--- src/rtl/ca_pkg.sv ---
// Shared definitions for the binary cellular automaton: neighbourhood width,
// rule type and named Wolfram rules.
package ca_pkg;

    // A radius-1 neighbourhood is left, self and right.
    localparam int NBHD_W = 3;

    // Wolfram rule table: bit k is the next cell value for neighbourhood code k.
    typedef logic [7:0] rule_t;

    localparam rule_t RULE30  = 8'h1E;
    localparam rule_t RULE60  = 8'h3C;
    localparam rule_t RULE90  = 8'h5A;
    localparam rule_t RULE150 = 8'h96;

endpackage : ca_pkg

--- src/rtl/ca_cell.sv ---
// Single automaton cell: a pure lookup of the rule table by the 3-bit
// neighbourhood code {left, self, right}, left neighbour as MSB.
module ca_cell
    import ca_pkg::*;
(
    input  logic  left,
    input  logic  self,
    input  logic  right,
    input  rule_t rule,
    output logic  next
);

    logic [NBHD_W-1:0] code;

    // Form the neighbourhood code and index the rule table with it.
    always_comb begin
        code = {left, self, right};
        next = rule[code];
    end

endmodule : ca_cell

--- src/rtl/binary_cellular_automata_2d.sv ---
// Width-cell, one-dimensional, binary cellular automaton with a radius-1
// neighbourhood and a parameterised Wolfram rule. The seed on `set` is loaded
// on the first enabled edge after reset; every later enabled edge advances
// one generation. All cells update together from the registered state.
//
// Build option: define BCA_NULL_BOUNDARY_EN to make cells beyond either edge
// read as constant 0; otherwise the cell array wraps around cyclically.
module binary_cellular_automata_2d
    import ca_pkg::*;
#(
    parameter int    Width = 16,
    parameter rule_t Rule  = RULE30
) (
    input  logic             clk,
    input  logic             rst,
    input  logic             ce,
    input  logic [Width-1:0] set,
    output logic [Width-1:0] state
);

    // Cell i reads its left neighbour from i+1 and its right neighbour from i-1.
    logic [Width-1:0] left_nb;
    logic [Width-1:0] right_nb;
    logic [Width-1:0] state_next;
    logic             load_pending_reg;

`ifdef BCA_NULL_BOUNDARY_EN
    // Null boundary: the virtual cells past the MSB and LSB are constant 0.
    assign left_nb  = {1'b0, state[Width-1:1]};
    assign right_nb = {state[Width-2:0], 1'b0};
`else
    // Cyclic boundary: the MSB's left neighbour is cell 0 and vice versa.
    assign left_nb  = {state[0], state[Width-1:1]};
    assign right_nb = {state[Width-2:0], state[Width-1]};
`endif

    // One rule lookup per cell; all read the old state, so there is no ripple.
    generate
        for (genvar gi = 0; gi < Width; gi++) begin : g_cell
            ca_cell u_cell (
                .left  (left_nb[gi]),
                .self  (state[gi]),
                .right (right_nb[gi]),
                .rule  (Rule),
                .next  (state_next[gi])
            );
        end
    endgenerate

    // State register: async clear arms a seed load, first enabled edge loads
    // the live value of set, later enabled edges step one generation.
    always_ff @(posedge clk or negedge rst) begin
        if (!rst) begin
            state            <= '0;
            load_pending_reg <= 1'b1;
        end else if (ce) begin
            if (load_pending_reg) begin
                state            <= set;
                load_pending_reg <= 1'b0;
            end else begin
                state <= state_next;
            end
        end
    end

endmodule : binary_cellular_automata_2d

--- config.mk ---
export PLATFORM = sky130hd
export DESIGN_NAME = binary_cellular_automata_2d
export DESIGN_NICKNAME = d
export VERILOG_FILES = /design/src/rtl/ca_pkg.sv /design/src/rtl/ca_cell.sv /design/src/rtl/binary_cellular_automata_2d.sv
export SDC_FILE = /design/constraint.sdc
export NUM_CORES = 1
export LEC_CHECK = 0
export CAP_MARGIN = 20
export CORE_ASPECT_RATIO = 0.75
export CORE_UTILIZATION = 35
export DETAILED_ROUTE_END_ITERATION = 12
export GPL_TIMING_DRIVEN = 0
export PLACE_DENSITY = 0.59
export SKIP_LAST_GASP = 1
export SLEW_MARGIN = 20
export SYNTH_ARGS = -nofsm -noshare
export SYNTH_HDL_FRONTEND = slang
export SYNTH_HIERARCHICAL = 1
export SYNTH_SLANG_ARGS = --single-unit
--- constraint.sdc ---
create_clock -name clk -period 3.3 [get_ports clk]
set_input_delay 0.66 -clock clk [delete_from_list [all_inputs] [get_ports clk]]
set_output_delay 0.66 -clock clk [all_outputs]
set_load 0.005 [all_outputs]
==> impl_metrics.yaml <==
pwr:
  power_frac_clock_pct: 9.5
  p_total_w: 0.00164
  total_switching_power_w: 0.000553
  pwr_density_cell_nw_per_um2: 600
  vdd_ir_drop_max_v: 0.000235
  power.static_leakage_nw: 1.28
  cell_internal_pwr_w: 0.00109
  power_frac_comb_pct: 57.4
  fraction_of_power_spent_switching_nets_pct: 33.6
  power.sequential.fraction_pct: 33.1
detailed_routing:
  met1_length_um: 1710
  detail-route-antenna-nets: 0
  count_of_unresolved_drc_violations_after_routing: 0
  wl_per_cell_um: 10.8
  drt-vias-per-instance: 4.34
  met2_wl_post_dr_um: 1860
  drt_pass1_iterations: 4
  totalWireLength_um: 3720
  num_vias: 1497
  drt_first_iter_violations: 64
  route.met3.wl_um: 90
  highest-signal-layer: "met4"
cts:
  postCtsSetupBuffers: 0
  tritoncts: "done"
  clock_tree.root_cell: "sky130_fd_sc_hd__clkbuf_8"
  clk_path_buf_depth: 2
  clock_insertion_delay_worst_skew_ps: 250
  clock-sinks: 17
  post_cts_hold_buffer_count: 0
  cts_max_level: 1
  clk_transition_reported_paths_ps: 70
  cts.repair.resized: 0
  cts_made_buffers: 3
synth:
  synth.yosys.seq_area_share_pct: 23.5
  synth_enable_flop_cells: 0
  area_share_of_fa_ha_maj_cells_after_synthesis_pct: 0
  postSynth.topFlopCell: "sky130_fd_sc_hd__dfrtp_1"
  synth_area_sq_um: 1810
  synth_top_area_share_pct: 46.4
  area_share_of_xor_xnor_cells_in_the_synthesized_design_pct: 0
  synth.largest_area_cell: "sky130_fd_sc_hd__mux4_1"
  cell_with_the_most_instances_after_synthesis: "sky130_fd_sc_hd__mux4_1"
  avgSynthCellArea_sq_um: 14.9
  async_flop_share_pct: 100
  yosys.area_share.simple_pct: 3.66
  synthesis.yosys.warnings: 6
  yosys-mux-area-fraction_pct: 65.1
  ys_ff_latch: 17
  post_synth_main_area_contributors: "sky130_fd_sc_hd__mux4_1, sky130_fd_sc_hd__dfrtp_1, sky130_fd_sc_hd__mux2_2"
  synth_compound_area_share_pct: 4.42
  post_synth_inst_count: 122
  synthDistinctLibCells: 13
  synth_top_family_by_area: "multiplexers"
floorplan:
  initial_core_utilization_pct: 36.8
  fp.dieW_um: 85.1
  design.die.area_sq_um: 5470
  fp.coreArea_sq_um: 4930
  die-height_um: 64.3
  placementRows: 22
  io_pins: 35
global_routing:
  grt_first_pass_wirelength_um: 6600
  grt_use_total_pct: 15.7
  grt_overflow: 0
  vias_in_the_first_global_route: 1541
  antenna_found_initial: 0
  grt_max_degree: 18
outcome:
  result_of_the_run: "complete, no violations"
place:
  placedCellCount: 341
  portBuffers: 33
  dp_hpwl_um: 2900
  globalplace.congestion: 0.641
sta:
  final_max_slew_viol_count: 0
  timing.clock.skew_ps: 4.09
  timing.fmax_mhz: 501
  finalHoldViolations: 0
  grt_setup_unrepaired: "no"
  tightestPinTransition_ps: 805
  worst_max_slew_margin_expressed_relative_to_the_limit_pct: 46.2
  final.setup.tns_ps: 0
  post_route_clock_period_utilization_pct: 60.5
  finalCriticalPeriod_ps: 2000
  finalSetupViolations: 0
setup_path:
  critical_path.top_delay_family: "buffers and inverters"
  cp_slowest_stage_delay_ps: 560
  crit_required_ps: 2640
  cpMaxStageDelayCell: "sky130_fd_sc_hd__clkdlybuf4s50_1"
  crit_fanout: 7
  critPathArrivalTime_ps: 1340
  timing.critical_path.buf_inv: 1
  setup.worst_path.class: "reg -> out"
  end_kind: "output pin"
  worstPathCellList: "clkdlybuf4s50_1"
  critPathLaunchType: "register"
job:
  max-cap-violations: 0
min_path:
  hold_path.class: "in -> reg"
layout:
  diodes: 0
  fraction_of_layout_instances_using_a_drive_strength_above_1_pct: 9.12
  layout.cells.non_filler: 345
  finalCoreUtilization_pct: 55.5
  flow.area_growth_from_synthesis_pct: 50.9
  final_net_count: 305
  largest_register_ff_count: 16
==> final timing paths <==
check,startpoint,endpoint,slack [ps],cells past startpoint
worst max-delay path,state[5],state[5],1300,1
worst min-delay path,ce,load_pending_reg,600,2
worst max register to register,state[0],state[1],1550,4
worst min register to register,state[3],state[3],670,2
max in group asynchronous,rst,state[5],1920,1
min in group asynchronous,rst,state[0],880,1
==> kinds of logic (layout without fill, tap and decap cells) <==
logic type	after synthesis	count (layout)
AOI/OAI and AO/OA	16	16
muxes	64	64
other	2	128
buffers and inverters	6	43
and+or+nand+nor	17	17
DFF	17	17
==> cells in the final DEF (no fill, tap or decap) <==
cell / count
sky130_fd_sc_hd__mux4_1: 32
sky130_fd_sc_hd__clkbuf_2: 1
sky130_fd_sc_hd__clkbuf_8: 3
sky130_fd_sc_hd__nor2_1: 16
sky130_fd_sc_hd__buf_6: 1
sky130_fd_sc_hd__mux2_2: 16
sky130_fd_sc_hd__a21oi_1: 16
sky130_fd_sc_hd__clkdlybuf4s50_1: 33
sky130_fd_sc_hd__mux2i_1: 16
sky130_fd_sc_hd__clkbuf_1: 1
sky130_fd_sc_hd__conb_1: 128
sky130_fd_sc_hd__nor2b_1: 1
sky130_fd_sc_hd__dfstp_2: 1
sky130_fd_sc_hd__buf_12: 1
sky130_fd_sc_hd__buf_2: 3
sky130_fd_sc_hd__dfrtp_1: 16
==> power by group through the flow <==
stage / Sequential (W) / Clock, W / Combinational [W]
floorplan: 0.000494 / 0 / 0.000655
global placement: 0.000554 / 0 / 0.000927
detailed placement: 0.000555 / 0 / 0.000946
CTS: 0.000556 / 0.000161 / 0.000952
global route: 0.000582 / 0.000167 / 0.00103
finish: 0.000544 / 0.000156 / 0.000943
==> final cells by class <==
class,instances,area [sq um]
Buffer,6,51.3
Multi-Input combinational cell,225,1810
Fill cell,472,2190
Sequential cell,17,427
Timing Repair Buffer,33,330
Clock buffer,4,45.0
Tap cell,60,75.1
==> per-stage QoR <==
| step | area (sq um) | hold WS, ps | worst slack [ps] |
|---|---|---|---|
| floorplan | 2290 | 364 | 1730 |
| global placement | 2690 | 660 | 1580 |
| detailed placement | 2690 | 668 | 1550 |
| CTS | 2740 | 599 | 1280 |
| global route | 2740 | 620 | 1240 |
| finish | 2740 | 600 | 1300 |
==> routing by layer <==
layer / vias to the layer above / global-route usage, %
met5: - / 0
met4: 0 / 5.72
met3: 4 / 1.29
met2: 26 / 29.4
met1: 728 / 18.9
li1: 739 / -
No activity file was read; power rests on OpenSTA's default activity.
